## src/rtl/d7s_pkg.sv

```systemverilog
// Shared constants and types for the D7S seven-segment capture path.
// Segment constants use a..g order with a in bit 6.
package d7s_pkg;

  localparam int unsigned SEG_W   = 7;
  localparam int unsigned SEL_W   = 3;
  localparam int unsigned BCD_W   = 4;
  localparam int unsigned NDIG    = 3;
  localparam int unsigned FRAME_W = NDIG * BCD_W;

  localparam logic [SEG_W-1:0] SEG_0     = 7'h7E;
  localparam logic [SEG_W-1:0] SEG_1     = 7'h30;
  localparam logic [SEG_W-1:0] SEG_2     = 7'h6D;
  localparam logic [SEG_W-1:0] SEG_3     = 7'h79;
  localparam logic [SEG_W-1:0] SEG_4     = 7'h33;
  localparam logic [SEG_W-1:0] SEG_5     = 7'h5B;
  localparam logic [SEG_W-1:0] SEG_6     = 7'h5F;
  localparam logic [SEG_W-1:0] SEG_7     = 7'h70;
  localparam logic [SEG_W-1:0] SEG_8     = 7'h7F;
  localparam logic [SEG_W-1:0] SEG_9     = 7'h7B;
  localparam logic [SEG_W-1:0] SEG_BLANK = 7'h00;

  localparam logic [BCD_W-1:0] BCD_BLANK = 4'hF;
  localparam logic [BCD_W-1:0] BCD_ERR   = 4'hE;

  typedef enum logic [1:0] {
    IDLE     = 2'd0,
    SETTLING = 2'd1,
    LOCKED   = 2'd2
  } state_e;

  // Digit frame: [2]=hundreds, [1]=tens, [0]=units
  typedef logic [NDIG-1:0][BCD_W-1:0] frame_t;

  function automatic logic is_onehot(input logic [SEL_W-1:0] v);
    return (v != '0) && ((v & (v - SEL_W'(1))) == '0);
  endfunction

endpackage

```

## src/rtl/d7s_seg_decode.sv

```systemverilog
// Combinational seven-segment pattern to BCD decoder.
// Blank decodes to BCD_BLANK without error; unknown patterns flag an error.
module d7s_seg_decode
  import d7s_pkg::*;
(
  input  logic [SEG_W-1:0] i_seg,
  output logic [BCD_W-1:0] o_bcd_c,
  output logic             o_err_c
);

  always_comb begin
    o_bcd_c = BCD_ERR;
    o_err_c = 1'b1;
    case (i_seg)
      SEG_0:     begin o_bcd_c = BCD_W'(0); o_err_c = 1'b0; end
      SEG_1:     begin o_bcd_c = BCD_W'(1); o_err_c = 1'b0; end
      SEG_2:     begin o_bcd_c = BCD_W'(2); o_err_c = 1'b0; end
      SEG_3:     begin o_bcd_c = BCD_W'(3); o_err_c = 1'b0; end
      SEG_4:     begin o_bcd_c = BCD_W'(4); o_err_c = 1'b0; end
      SEG_5:     begin o_bcd_c = BCD_W'(5); o_err_c = 1'b0; end
      SEG_6:     begin o_bcd_c = BCD_W'(6); o_err_c = 1'b0; end
      SEG_7:     begin o_bcd_c = BCD_W'(7); o_err_c = 1'b0; end
      SEG_8:     begin o_bcd_c = BCD_W'(8); o_err_c = 1'b0; end
      SEG_9:     begin o_bcd_c = BCD_W'(9); o_err_c = 1'b0; end
      SEG_BLANK: begin o_bcd_c = BCD_BLANK; o_err_c = 1'b0; end
      default:   begin o_bcd_c = BCD_ERR;   o_err_c = 1'b1; end
    endcase
  end

endmodule

```

## src/rtl/d7s_capture.sv

```systemverilog
// Receive side of a multiplexed 3-digit seven-segment bus: synchronizes, filters
// mux ghosting, decodes stable digits and publishes coherent 3-digit frames.
module d7s_capture
  import d7s_pkg::*;
#(
  parameter int unsigned SETTLE_CYCLES  = 4,
  parameter int unsigned TIMEOUT_CYCLES = 65535,
  parameter bit          SEG_ACTIVE_LOW = 1'b0,
  parameter bit          SEL_ACTIVE_LOW = 1'b0
) (
  input  logic               clk,
  input  logic               rst_n,
  input  logic [SEG_W-1:0]   seg_in,
  input  logic [SEL_W-1:0]   dig_sel,
  output logic [FRAME_W-1:0] bcd_out,
  output logic               frame_valid,
  output logic               frame_err,
  output logic               stale
);

  localparam int unsigned CNT_W  = $clog2(SETTLE_CYCLES + 1);
  localparam int unsigned IDLE_W = $clog2(TIMEOUT_CYCLES + 1);
  localparam int unsigned PAT_W  = SEL_W + SEG_W;

  logic [SEG_W-1:0]  r_seg_s1, r_seg_s2;
  logic [SEL_W-1:0]  r_sel_s1, r_sel_s2;
  logic [PAT_W-1:0]  r_pat_prev;
  state_e            r_state, w_state_nxt;
  logic [CNT_W-1:0]  r_cnt, w_cnt_nxt;
  frame_t            r_shadow, r_bcd;
  logic [NDIG-1:0]   r_seen, w_seen_nxt;
  logic              r_acc, w_acc_nxt;
  logic [IDLE_W-1:0] r_idle;
  logic              r_frame_valid, r_frame_err, r_stale;

  logic [SEG_W-1:0]  w_seg;
  logic [SEL_W-1:0]  w_sel;
  logic [PAT_W-1:0]  w_pat;
  logic              w_onehot, w_pat_chg, w_latch, w_publish, w_timeout;
  logic [BCD_W-1:0]  w_dec_bcd;
  logic              w_dec_err;

  // Two-flop synchronizers on both buses
  always_ff @(posedge clk or negedge rst_n) begin
    if (!rst_n) begin
      r_seg_s1   <= '0;
      r_seg_s2   <= '0;
      r_sel_s1   <= '0;
      r_sel_s2   <= '0;
      r_pat_prev <= '0;
    end else begin
      r_seg_s1   <= seg_in;
      r_seg_s2   <= r_seg_s1;
      r_sel_s1   <= dig_sel;
      r_sel_s2   <= r_sel_s1;
      r_pat_prev <= w_pat;
    end
  end

  assign w_seg     = SEG_ACTIVE_LOW ? ~r_seg_s2 : r_seg_s2;
  assign w_sel     = SEL_ACTIVE_LOW ? ~r_sel_s2 : r_sel_s2;
  assign w_pat     = {w_sel, w_seg};
  assign w_onehot  = is_onehot(w_sel);
  assign w_pat_chg = (w_pat != r_pat_prev);

  d7s_seg_decode u_dec (
    .i_seg   (w_seg),
    .o_bcd_c (w_dec_bcd),
    .o_err_c (w_dec_err)
  );

  always_ff @(posedge clk or negedge rst_n) begin
    if (!rst_n) begin
      r_state <= IDLE;
      r_cnt   <= '0;
    end else begin
      r_state <= w_state_nxt;
      r_cnt   <= w_cnt_nxt;
    end
  end

  // Settle FSM: cnt is the run length of identical samples including the current one
  always_comb begin
    w_state_nxt = r_state;
    w_cnt_nxt   = r_cnt;
    w_latch     = 1'b0;
    case (r_state)
      IDLE: begin
        if (w_onehot) begin
          w_cnt_nxt   = CNT_W'(1);
          w_state_nxt = SETTLING;
        end
      end
      SETTLING: begin
        if (w_pat_chg) begin
          w_cnt_nxt   = CNT_W'(1);
          w_state_nxt = w_onehot ? SETTLING : IDLE;
        end else if (r_cnt != CNT_W'(SETTLE_CYCLES)) begin
          w_cnt_nxt = r_cnt + CNT_W'(1);
        end
      end
      LOCKED: begin
        if (w_pat_chg) begin
          w_cnt_nxt   = CNT_W'(1);
          w_state_nxt = w_onehot ? SETTLING : IDLE;
        end
      end
      default: begin
        w_state_nxt = IDLE;
        w_cnt_nxt   = '0;
      end
    endcase
    if ((w_state_nxt == SETTLING) && (w_cnt_nxt == CNT_W'(SETTLE_CYCLES))) begin
      w_latch     = 1'b1;
      w_state_nxt = LOCKED;
    end
  end

  assign w_publish = (r_seen == '1);
  assign w_timeout = !w_latch && (r_idle == IDLE_W'(TIMEOUT_CYCLES - 1));

  // A latch in the publish cycle starts the next frame
  always_comb begin
    w_seen_nxt = r_seen;
    w_acc_nxt  = r_acc;
    if (w_publish || w_timeout) begin
      w_seen_nxt = '0;
      w_acc_nxt  = 1'b0;
    end
    if (w_latch) begin
      w_seen_nxt = w_seen_nxt | w_sel;
      w_acc_nxt  = w_acc_nxt | w_dec_err;
    end
  end

  always_ff @(posedge clk or negedge rst_n) begin
    if (!rst_n) begin
      r_shadow      <= '0;
      r_seen        <= '0;
      r_acc         <= 1'b0;
      r_bcd         <= '0;
      r_frame_valid <= 1'b0;
      r_frame_err   <= 1'b0;
      r_idle        <= '0;
      r_stale       <= 1'b0;
    end else begin
      r_seen        <= w_seen_nxt;
      r_acc         <= w_acc_nxt;
      r_frame_valid <= w_publish;
      if (w_publish) begin
        r_bcd       <= r_shadow;
        r_frame_err <= r_acc;
      end
      for (int i = 0; i < NDIG; i++) begin
        if (w_latch && w_sel[i]) r_shadow[i] <= w_dec_bcd;
      end
      if (w_latch) begin
        r_idle  <= '0;
        r_stale <= 1'b0;
      end else if (r_idle != IDLE_W'(TIMEOUT_CYCLES)) begin
        r_idle <= r_idle + IDLE_W'(1);
        if (w_timeout) r_stale <= 1'b1;
      end
    end
  end

  assign bcd_out     = r_bcd;
  assign frame_valid = r_frame_valid;
  assign frame_err   = r_frame_err;
  assign stale       = r_stale;

endmodule

```

## config.mk

```make
export PLATFORM = sky130hd
export DESIGN_NAME = d7s_capture
export DESIGN_NICKNAME = d
export VERILOG_FILES = /design/src/rtl/d7s_pkg.sv /design/src/rtl/d7s_seg_decode.sv /design/src/rtl/d7s_capture.sv
export SDC_FILE = /design/constraint.sdc
export NUM_CORES = 1
export LEC_CHECK = 0
export ABC_AREA = 1
export CORE_AREA = 10 10 90 92
export CTS_BUF_LIST = sky130_fd_sc_hd__clkbuf_4
export CTS_CLUSTER_SIZE = 40
export DETAILED_ROUTE_END_ITERATION = 8
export DIE_AREA = 0 0 100 102
export GPL_TIMING_DRIVEN = 0
export HOLD_SLACK_MARGIN = 0.06
export PLACE_DENSITY = 0.78
export SYNTH_ARGS = -nofsm -noshare
export SYNTH_HDL_FRONTEND = slang
export SYNTH_SLANG_ARGS = --single-unit
```

## constraint.sdc

```tcl
create_clock -name clk -period 2.2 [get_ports clk]
set_input_delay 0.33 -clock clk [delete_from_list [all_inputs] [get_ports clk]]
set_output_delay 0.33 -clock clk [all_outputs]
set_load 0.02 [all_outputs]
```

==> impl_summary.txt, run 1 <==
----------------------------------------------------
[Synthesis]
  Area of the mapped netlist ... 3706 µm²
  Number of register bits inferred by synthesis ... 82
  Number of cells produced by synthesis ... 415
  Sequential area share after synthesis ... a little under three fifths
  YS warnings ... 0
  Library cells used by synthesis ... 26
  Post-synthesis area per instance ... 8.930 µm²
  Net count after synthesis ... about 440

[STA]
  Max-slew violation count ... 0
  Post-route fraction of the period consumed by the critical path ... 96.24%
  Worst slew pin tran ... 0.4282 ns
  Final TNS setup ... 0 ns
  Worst slew margin ... 71.45%
  Minimum clock period after layout ... approximately 2.1 ns
  Worst clock skew ... around 0.026 ns
  Final Hold Violating Endpoints ... 0
  Upper clock frequency limit ... about 470 MHz
  Final setup viols ... 0

[Detailed routing]
  Number of iterations in the first detailed-routing pass ... 4
  Post-route DRC violation count ... 0
  WL/cell ... 12.86 µm
  Detailed-route vias per instance ... 5.263
  Count of nets left with antenna violations after detail routing ... 0
  Final Routed Wirelength ... 7049 µm
  Violation count after the first detailed-routing iteration ... 173
  Total via count in the routed design ... 2884

[Global routing]
  Overflow after GRT ... 0
  Wire length of the first global-routing pass ... ~12000 µm
  Antenna violations before repair ... 0
  Met1 usage ... 16.41%
  Total global-route track usage ... 13.92%
  Pin count of the biggest net entering global routing ... 50
  Met2 Track Usage GR ... 22.75%
  Met3 usage in global routing ... 4.791%
  Most utilized layer in the global route result ... met2
  Via count of the first global-routing pass ... around 2600

[Clock tree]
  Clk pin slew, worst setup/hold paths ... 0.15 ns
  TritonCTS clock tree ... yes
  Clock root cell ... clkbuf_4
  Clk buf depth ... 2
  Sink count of the clock tree ... 82
  CTS HTree Levels ... 3
  Clock buffer count from CTS ... 9
  Skew-Pair Late Insertion Delay ... 0.44 ns

[Final layout]
  Final design area excluding fillers ... ~4500 µm²
  Post-layout utilization of the core ... 71.32%
  P&R area growth vs syn ... 20.80%
  Share of post-route cells with drive strength above 1 ... around 15%
  Nets ... a little under 500
  ANT cells ... 0

[Power and ir drop]
  Power density of the placed cells ... 719.3 nW/µm²
  Maximum vdd ir drop ... 0.5172 mV
  Leakage power ... around 2.2 nW

[Die]
  Boundary pin count ... 27
  Die outline width ... approximately 100 µm
  Initial core utilization ... between 50% and 60%
  Die Span Y ... approximately 100 µm
  Site Rows ... 29
  Die area ... roughly 10000 µm²
  Area of the placeable core ... 6277 µm²

[Hold path]
  Hold/Removal Path Class ... input pin to flop
  Number of cells on the worst hold path ... 1

[Place]
  Placer congestion estimate ... 0.8537
  Placement Cell Area ... between 4000 and 5000 µm²
  IO Port Bufs ... 26
  Placed wire-length estimate after detailed placement ... 4854 µm

[Worst setup path]
  Kind of critical path ... flop to flop
  Kind of start point of the critical path ... flop
  R2R depth ... 14
  Largest fanout on the critical path ... 8
  Arrival time at the worst endpoint ... around 2.5 ns
  Worst Setup End Kind ... flop
  CP Data Required Time ... 2.55 ns

[Status]
  Status ... finished clean

[Flow run]
  Reported max-cap violation count ... 0

----------------------------------------------------
[worst max-delay path, stage by stage, from the launching register on]
cell	delay [ns]
dfrtp_1	0.41
buf_6	0.14
xor2_1	0.15
nor2_2	0.25
nand3_2	0.16
nor2_2	0.14
nand2_1	0.08
nand2_2	0.08
inv_1	0.06
nand3_2	0.09
nor2_4	0.05
buf_12	0.13
buf_4	0.16
nand4_1	0.09
nand2_1	0.06
[synthesized netlist by cell type, drive strengths merged]
cell type,n,share of area [%]
o21ai,16,2.2
buf,8,2.0
nand4,20,3.4
or2,1,0.17
xor2,5,1.2
nand2,126,13
nand3,34,5.7
nor4,3,0.51
nor2,44,5.1
ha,8,2.7
nor3,11,1.5
clkbuf,1,0.10
inv,40,4.1
dfrtp,82,55
a21oi,7,1.4
xnor2,8,1.9
clkinv,1,0.13
[kinds of logic (layout without fill, tap and decap cells)]
logic type               Yosys count  in the layout  share of synthesized area, %
buffers and inverters             50            106                         6.245
AND/OR/NAND/NOR                  239            239                         29.10
AO/OA/AOI/OAI                     23             23                         3.511
flip-flops                        82             82                         55.37
adder cells (fa/ha/maj)            8              8                         2.701
XOR/XNOR                          13             13                         3.072
[through the flow]
stage	cells	power, W	hold WS (ns)	setup WS (ns)
2_1_floorplan	415	0.001879	0.03441	0.3458
4_1_cts	538	0.003150	0.3064	0.006963
3_3_place_gp	518	0.001975	0.3318	-1.932
5_1_grt	548	0.003374	0.2840	-0.1008
3_5_place_dp	519	0.001994	0.3001	0.01552
6_report	548	0.003220	0.3317	0.08279
[power breakdown]
part	internal, W	switching [W]	total [W]
combinational	0.000209	0.000300	0.000508
clock	0.000585	0.000538	0.00112
sequential	0.00155	0.0000356	0.00159
total	0.00235	0.000873	0.00322
[layer usage]
| metal | part of all wire (%) | vias to the layer above |
|---|---|---|
| met5 | 0 | - |
| met4 | 2.1 | 0 |
| met3 | 7.1 | 14 |
| met2 | 49 | 87 |
| met1 | 42 | 1348 |
| li1 | - | 1435 |
[worst paths after layout]
check | to | startpoint | slack [ns]
max | r_shadow[2] | r_sel_s2[2] | 0.08
min | r_sel_s1[2] | dig_sel[2] | 0.33
max reg2reg | r_shadow[2] | r_sel_s2[2] | 0.08
min reg2reg | r_seg_s2[6] | r_seg_s1[6] | 0.36
max in group asynchronous | r_state[1] | rst_n | 1.26
min in group asynchronous | r_pat_prev[7] | rst_n | 0.37
[flip-flops by register name, summed over array words and instances, names as in the netlist]
| signal | cells |
|---|---|
| r_seg_s2 | 7 |
| r_seen | 3 |
| r_seg_s1 | 7 |
| r_idle | 16 |
| r_sel_s2 | 3 |
| r_pat_prev | 10 |
| stale | 1 |
| r_cnt | 3 |
| r_state | 2 |
| bcd_out | 12 |
| frame_valid | 1 |
| r_acc | 1 |
| r_shadow | 12 |
| r_sel_s1 | 3 |
| frame_err | 1 |
[layout make-up]
type | count | area, µm²
timing repair buffer | 40 | 397.9
fill | 476 | 1800
buffer | 9 | 82.58
multi-input combinational | 283 | 1494
sequential | 82 | 2056
inverter | 41 | 158.9
clock buffer | 9 | 67.56
tap | 77 | 96.34
clock inverter | 7 | 123.9
[cell usage in the layout (no fill, tap or decap), drive strengths merged]
cell           instances
nand2                126
dfrtp                 82
nor2                  44
inv                   42
nand3                 34
clkdlybuf4s50         25
buf                   22
nand4                 20
o21ai                 16
nor3                  11
clkbuf                10
xnor2                  8
ha                     8
a21oi                  7
xor2                   5
nor4                   3
bufinv                 3
clkinv                 2
or2                    1
clkinvlp               1
dlygate4sd3            1
[timing repair]
action,CTS,global route
pin swaps,2,13
gates resized for setup,1,24
endpoints found under the hold margin,33,0
hold buffers,1,0
cloned,0,1
endpoints found under the setup margin,10,34
setup buffers,2,9
No activity file was read; power rests on OpenSTA's default activity.
==> run 2, diff against run 1 <==
Settings changed: ABC_AREA 1 to unset, CORE_AREA 10 10 90 92 to 10 10 89 91, DIE_AREA 0 0 100 102 to 0 0 99 101, GPL_TIMING_DRIVEN 0 to 1.
==> impl_summary.txt, run 2 <==
----------------------------------------------------
[Status]
  Status ... finished with violations
  Violations in the final reports ... setup timing

[Synthesis]
  Sequential area share after synthesis ... a little under three fifths
  YS warnings ... 0
  Area share of the largest cell type after synthesis ... about 56%
  Main flop type after synthesis ... dfrtp_1
  Area of the mapped netlist ... 3633 µm²
  Post-synthesis area per instance ... roughly 12 µm²
  Top area cells in the synthesized netlist ... dfrtp_1 56%, mux2_2 4.0%, nand2_1 2.9%, mux2_1 2.8%, ha_1 2.8%
  Net count after synthesis ... between 300 and 400
  Library cell with the largest summed area after synthesis ... dfrtp_1
  Async set or reset register ratio after synthesis ... between 90% and 100%
  Top-count cell post-synth ... dfrtp_1
  Library cells used by synthesis ... 49
  Post-synth EDFFs ... 0
  Number of register bits inferred by synthesis ... 82
  Commonest cells post-synth ... 82 x dfrtp_1, 28 x nand2_1, 20 x nor2_1, 15 x o21ai_0, 13 x mux2_2
  Number of cells produced by synthesis ... 309

[Clock tree]
  Sink count of the clock tree ... 82
  Clk pin slew, worst setup/hold paths ... approximately 0.14 ns
  Clock buffer count from CTS ... 9
  Skew-Pair Late Insertion Delay ... approximately 0.43 ns
  Clk buf depth ... 2
  TritonCTS clock tree ... yes
  CTS HTree Levels ... 3
  Clock root cell ... clkbuf_4

[Hold path]
  Hold EP ... r_sel_s1[1]
  Hold/Removal Path Class ... input pin to flop
  HP Start ... dig_sel[1]
  Number of cells on the worst hold path ... 1

[STA]
  Worst clock skew ... 0.02130 ns
  Post-route fraction of the period consumed by the critical path ... 118.5%
  Minimum clock period after layout ... roughly 2.6 ns
  Upper clock frequency limit ... 383.6 MHz
  RSZ-0062 raised after global routing ... true
  Final setup viols ... 35
  Worst slew margin ... a little under three quarters
  Worst Slack Setup Final ... -0.4069 ns
  Final Hold Violating Endpoints ... 0
  Max-slew violation count ... 0
  Worst slew pin tran ... 0.4374 ns
  Final TNS setup ... -11.44 ns

[Global routing]
  Antenna violations before repair ... 0
  Overflow after GRT ... 0
  Via count of the first global-routing pass ... between 2000 and 3000
  Pin count of the biggest net entering global routing ... 50
  Total global-route track usage ... 15.59%
  Wire length of the first global-routing pass ... 12800 µm

[Die]
  Die outline width ... 99 µm
  Area of the placeable core ... 6205 µm²
  Boundary pin count ... 27
  Die area ... 9999 µm²
  Die Span Y ... 101 µm
  Site Rows ... 29
  Initial core utilization ... 58.56%

[Worst setup path]
  End of the worst register-to-register path ... r_shadow[8]
  Arrival time at the worst endpoint ... 2.92 ns
  Largest fanout on the critical path ... 5
  Minimum setup slack among reg-to-reg paths ... -0.41 ns
  RR Startpoint ... r_state[1]
  Start point of the critical path ... r_state[1]
  Worst Setup End Kind ... flop
  Kind of critical path ... flop to flop
  CP top delay family ... simple AND/OR/NAND/NOR gates
  Most frequent cell on the critical path ... buf_4
  Slowest Stage Delay on Critical Path ... 0.45 ns
  Cell-by-cell trace of the critical path ... inv_2 -> buf_4 -> ha_1 -> nand2_1 -> nor4_1 -> o31ai_1 -> buf_4 -> nor4_4 -> buf_12 -> nand2_4 -> mux2_1
  Cell at the slowest stage of the critical path ... dfrtp_2
  R2R depth ... 11
  CP Data Required Time ... 2.51 ns
  Worst path bufs/invs ... 4
  Kind of start point of the critical path ... flop

[Detailed routing]
  Post-route DRC violation count ... 0
  WL/cell ... 16.69 µm
  Detailed-route vias per instance ... 5.703
  Final Routed Wirelength ... slightly below 8000 µm
  Total via count in the routed design ... 2629
  Count of nets left with antenna violations after detail routing ... 0
  Number of iterations in the first detailed-routing pass ... 4
  Violation count after the first detailed-routing iteration ... between 100 and 150

[Place]
  Placed wire-length estimate after detailed placement ... 5190 µm
  Placer congestion estimate ... 0.8416
  Placement Cell Area ... approximately 4300 µm²
  IO Port Bufs ... 26

[Final layout]
  Final design area excluding fillers ... 4695 µm²
  Most frequent standard cell in the layout excluding fill and tap cells ... dfrtp_1
  Register with the most flip-flops ... r_idle
  Share of post-route cells with drive strength above 1 ... 33.59%
  ANT cells ... 0
  P&R area growth vs syn ... 29.20%
  Flip-flop count of the largest register after layout ... 16
  # fillers ... 386
  Nets ... 399
  Most frequent cells in the layout ... 78 x dfrtp_1, 37 x buf_4, 27 x nand2_1

[Power and ir drop]
  Maximum vdd ir drop ... 0.4490 mV
  Internal portion of total power ... 0.002047 W
  Sw Share ... 29.84%
  Part of the total power dissipated in the clock network ... between 20% and 30%
  Switching power summed over all nets ... about 0.00087 W
  Power density of the placed cells ... between 600 and 700 nW/µm²
  Combinational fraction of design power ... 18.6%
  Total chip power ... 0.002918 W
  Leakage power ... 2.147 nW
  Relative contribution of sequential cells to total power ... between 50% and 60%

[Flow run]
  Reported max-cap violation count ... 0

----------------------------------------------------
[run 2: cell types whose count changed after synthesis, moves of 8 or more]
cell     change
mux2_2      +13
mux2_1       +9
nand2_1     -98
nand3_1     -15
inv_1       -29
nor2_1      -20
nand4_1     -13
nand3_2      -8
[run 2: worst max-delay path by stage]
stage / endpoint / depth (start not counted) / slack, ns
final: r_shadow[8] / 11 / -0.41
after global routing: r_shadow[0] / 11 / -0.44
after CTS: r_shadow[5] / 9 / -0.31
after detailed placement: r_shadow[5] / 8 / -0.40
after global placement: r_shadow[7] / 8 / -0.31
after floorplan: r_shadow[5] / 9 / -0.35
[run 2: power groups by stage]
stage | Clock, W | Combinational (W) | Sequential [W]
3_3_place_gp | 0 | 0.000412 | 0.00162
2_1_floorplan | 0 | 0.000230 | 0.00162
6_report | 0.000777 | 0.000544 | 0.00160
4_1_cts | 0.000791 | 0.000446 | 0.00160
5_1_grt | 0.000854 | 0.000585 | 0.00160
3_5_place_dp | 0 | 0.000423 | 0.00162
[run 2: layout make-up]
class | instances | area [µm²] | share of cell area [%]
tap | 77 | 96.34 | 2.052
clock buffer | 9 | 67.56 | 1.439
timing repair buffer | 69 | 670.6 | 14.29
inverter | 9 | 33.78 | 0.7196
multi-input combinational | 208 | 1718 | 36.59
sequential | 82 | 2057 | 43.82
clock inverter | 7 | 51.30 | 1.093
[run 2: kinds of logic (layout without fill, tap and decap cells)]
kind of cell    Yosys count  after routing  share of synthesized area [%]
simple gates            108            108                          16.49
flops                    82             82                          56.47
compound gates           44             44                          7.577
mux                      25             25                          8.058
xor+xnor                 23             23                          6.164
buf+inv                  19             94                          2.479
fa+ha+maj                 8              8                          2.755
[run 2: per-layer routing]
| metal | routed length (µm) | vias up | global-route usage [%] |
|---|---|---|---|
| li1 | - | 1230 | - |
| met1 | 3307 | 1307 | 19.16 |
| met2 | 3834 | 70 | 25.00 |
| met3 | 324 | 22 | 4.733 |
| met4 | 229 | 0 | 6.395 |
| met5 | 0 | - | 0 |
[run 2: through the flow]
stage / util (%) / setup slack (ns) / cells / hold slack (ns)
4_1_cts: 73.48 / -0.3056 / 456 / 0.3159
6_report: 75.66 / -0.4069 / 461 / 0.3310
3_3_place_gp: 69.43 / -0.3133 / 437 / 0.2943
5_1_grt: 75.66 / -0.4351 / 461 / 0.2955
3_5_place_dp: 69.43 / -0.4002 / 437 / 0.3020
2_1_floorplan: - / -0.3515 / 309 / 0.03441
[run 2: what timing repair did]
action | in CTS | in global routing
hold buffers | 1 | 0
endpoints found under the setup margin | 35 | 35
hold endpoints to repair | 33 | 0
buffers inserted | 2 | 5
pin swaps | 2 | 6
cloned | 1 | 1
gates resized for setup | 19 | 16
==> run 3, diff against run 2 <==
--- a/config.mk
+++ b/config.mk
@@ -6,12 +6,13 @@
 export NUM_CORES = 1
 export LEC_CHECK = 0
-export CORE_AREA = 10 10 89 91
+export CORE_AREA = 10 10 103 105
 export CTS_BUF_LIST = sky130_fd_sc_hd__clkbuf_4
 export CTS_CLUSTER_SIZE = 40
 export DETAILED_ROUTE_END_ITERATION = 8
-export DIE_AREA = 0 0 99 101
+export DIE_AREA = 0 0 113 115
 export GPL_TIMING_DRIVEN = 1
 export HOLD_SLACK_MARGIN = 0.06
-export PLACE_DENSITY = 0.78
+export PLACE_DENSITY = 0.59
+export SLEW_MARGIN = 20
 export SYNTH_ARGS = -nofsm -noshare
 export SYNTH_HDL_FRONTEND = slang
==> constraint.sdc (replaced) <==
create_clock -name clk -period 2.2 [get_ports clk]
set_input_delay 0.22 -clock clk [delete_from_list [all_inputs] [get_ports clk]]
set_output_delay 0.22 -clock clk [all_outputs]
set_load 0.02 [all_outputs]
==> impl_summary.txt, run 3 (same netlist as run 2, synthesis figures left out) <==
----------------------------------------------------
[Status]
  Status ... finished with violations
  Violations in the final reports ... setup timing

[Die]
  Die area ... 13000 µm²
  Die outline width ... 113 µm
  Area of the placeable core ... 8551 µm²
  Boundary pin count ... 27
  Die Span Y ... 115 µm
  Site Rows ... 34
  Initial core utilization ... 42.49%

[Detailed routing]
  Violation count after the first detailed-routing iteration ... 73
  Final Routed Wirelength ... 7115 µm
  WL/cell ... about 14 µm
  Post-route DRC violation count ... 0
  Count of nets left with antenna violations after detail routing ... 0
  Number of iterations in the first detailed-routing pass ... 4
  Detailed-route vias per instance ... 5.112
  Total via count in the routed design ... 2515

[Global routing]
  Wire length of the first global-routing pass ... 12270 µm
  Overflow after GRT ... 0
  Total global-route track usage ... 11.33%
  Via count of the first global-routing pass ... 2550
  Antenna violations before repair ... 0
  Pin count of the biggest net entering global routing ... 50

[Place]
  Placed wire-length estimate after detailed placement ... 4957 µm
  IO Port Bufs ... 26
  Placer congestion estimate ... ~0.86
  Placement Cell Area ... between 4000 and 5000 µm²
  DP Cell Count ... 470

[STA]
  Minimum clock period after layout ... 2.496 ns
  Worst slew pin tran ... 0.4924 ns
  Worst Slack Setup Final ... -0.2962 ns
  Post-route fraction of the period consumed by the critical path ... 113.5%
  Final setup viols ... 34
  Worst slew margin ... 66.74%
  RSZ-0062 raised after global routing ... true
  Upper clock frequency limit ... 400.6 MHz
  Final Hold Violating Endpoints ... 0
  Max-slew violation count ... 0
  Worst clock skew ... 0.01722 ns
  Final TNS setup ... -7.806 ns

[Power and ir drop]
  Total chip power ... a little over 0.003 W
  Power density of the placed cells ... between 600 and 700 nW/µm²
  Maximum vdd ir drop ... roughly 0.33 mV
  Leakage power ... 2.190 nW

[Final layout]
  Final design area excluding fillers ... 4752 µm²
  Share of post-route cells with drive strength above 1 ... 32.29%
  Most frequent standard cell in the layout excluding fill and tap cells ... dfrtp_1
  # fillers ... 735
  Final cell count without fillers ... slightly below 500
  Register area ... 2056 µm²
  Multi-input gate area in the final layout ... 1729 µm²
  Register with the most flip-flops ... r_idle
  Most frequent cells in the layout ... 79 x dfrtp_1, 38 x buf_4, 27 x nand2_1
  Nets ... 400
  P&R area growth vs syn ... 30.79%
  ANT cells ... 0
  Flip-flop count of the largest register after layout ... 16

[Hold path]
  Hold/Removal Path Class ... input pin to flop

[Worst setup path]
  Kind of start point of the critical path ... flop
  CP Data Required Time ... approximately 2.5 ns
  Cell at the slowest stage of the critical path ... or4_4
  Worst Setup End Kind ... flop
  CP top delay family ... simple AND/OR/NAND/NOR gates
  Most frequent cell on the critical path ... nor4_4
  Largest fanout on the critical path ... 7
  Worst path bufs/invs ... 1
  Slowest Stage Delay on Critical Path ... approximately 0.53 ns
  Cell-by-cell trace of the critical path ... ha_2 -> nor4bb_1 -> or4_4 -> nor4_4 -> o221ai_2 -> nor4_4 -> buf_12 -> nand2_4 -> mux2_1
  Kind of critical path ... flop to flop
  Arrival time at the worst endpoint ... about 2.8 ns

[Clock tree]
  TritonCTS clock tree ... yes
  Clk buf depth ... 2
  Skew-Pair Late Insertion Delay ... 0.43 ns
  Clock buffer count from CTS ... 9
  Clk pin slew, worst setup/hold paths ... 0.12 ns
  Clock root cell ... clkbuf_4
  CTS HTree Levels ... 3
  Sink count of the clock tree ... between 80 and 90

[Flow run]
  Reported max-cap violation count ... 0

----------------------------------------------------
## run 3: power breakdown
| group | internal [W] | leakage [nW] | switching, W | total (W) |
|---|---|---|---|---|
| Sequential | 0.00155 | 1.05 | 0.0000440 | 0.00160 |
| Combinational | 0.000254 | 1.05 | 0.000274 | 0.000528 |
| Clock | 0.000461 | 0.0864 | 0.000524 | 0.000985 |
## run 3: cell type report
class	instances	area share, %
clock inverters	6	1.922
inverters	9	0.7109
clock buffers	9	1.422
repair buffers	70	13.45
multi-input cells	208	36.39
well taps	108	2.844
flip-flops and latches	82	43.26
## run 3: path summary, 6_finish.rpt
kind                             start           to  slack (ns)  cells after the start
min reg2reg                r_sel_s1[0]  r_sel_s2[0]        0.36                      0
min in group asynchronous        rst_n     r_cnt[0]        0.27                      2
max reg2reg                   r_cnt[0]  r_shadow[0]       -0.30                      9
max in group asynchronous        rst_n   r_state[0]        1.32                      3
min                          seg_in[6]  r_seg_s1[6]        0.22                      1
max                           r_cnt[0]  r_shadow[0]       -0.30                      9
## run 3: per-layer routing
metal	share of wire (%)	wire, µm	vias to the layer above	track usage (%)
li1	-	-	1236	-
met1	47	3339	1221	14.59
met2	47	3341	45	17.86
met3	4.3	309	13	3.229
met4	1.7	124	0	3.976
met5	0	0	-	0
## run 3: repair_timing
| action | 4_1_cts | 5_1_grt |
|---|---|---|
| hold buffers | 1 | 0 |
| hold endpoints to repair | 33 | 0 |
| setup buffers | 5 | 3 |
| pin swaps | 2 | 4 |
| endpoints found under the setup margin | 35 | 35 |
| gates cloned | 0 | 0 |
| resized for setup | 11 | 25 |
## run 3: through the flow
step,hold WS [ns],utilization [%],setup slack [ns]
after floorplan,-0.07559,-,-0.3515
after detailed placement,0.1946,50.72,-0.3742
after CTS,0.2047,53.75,-0.3170
after global routing,0.1875,55.58,-0.4155
after global placement,0.1965,50.72,-0.3136
final,0.2229,55.58,-0.2962
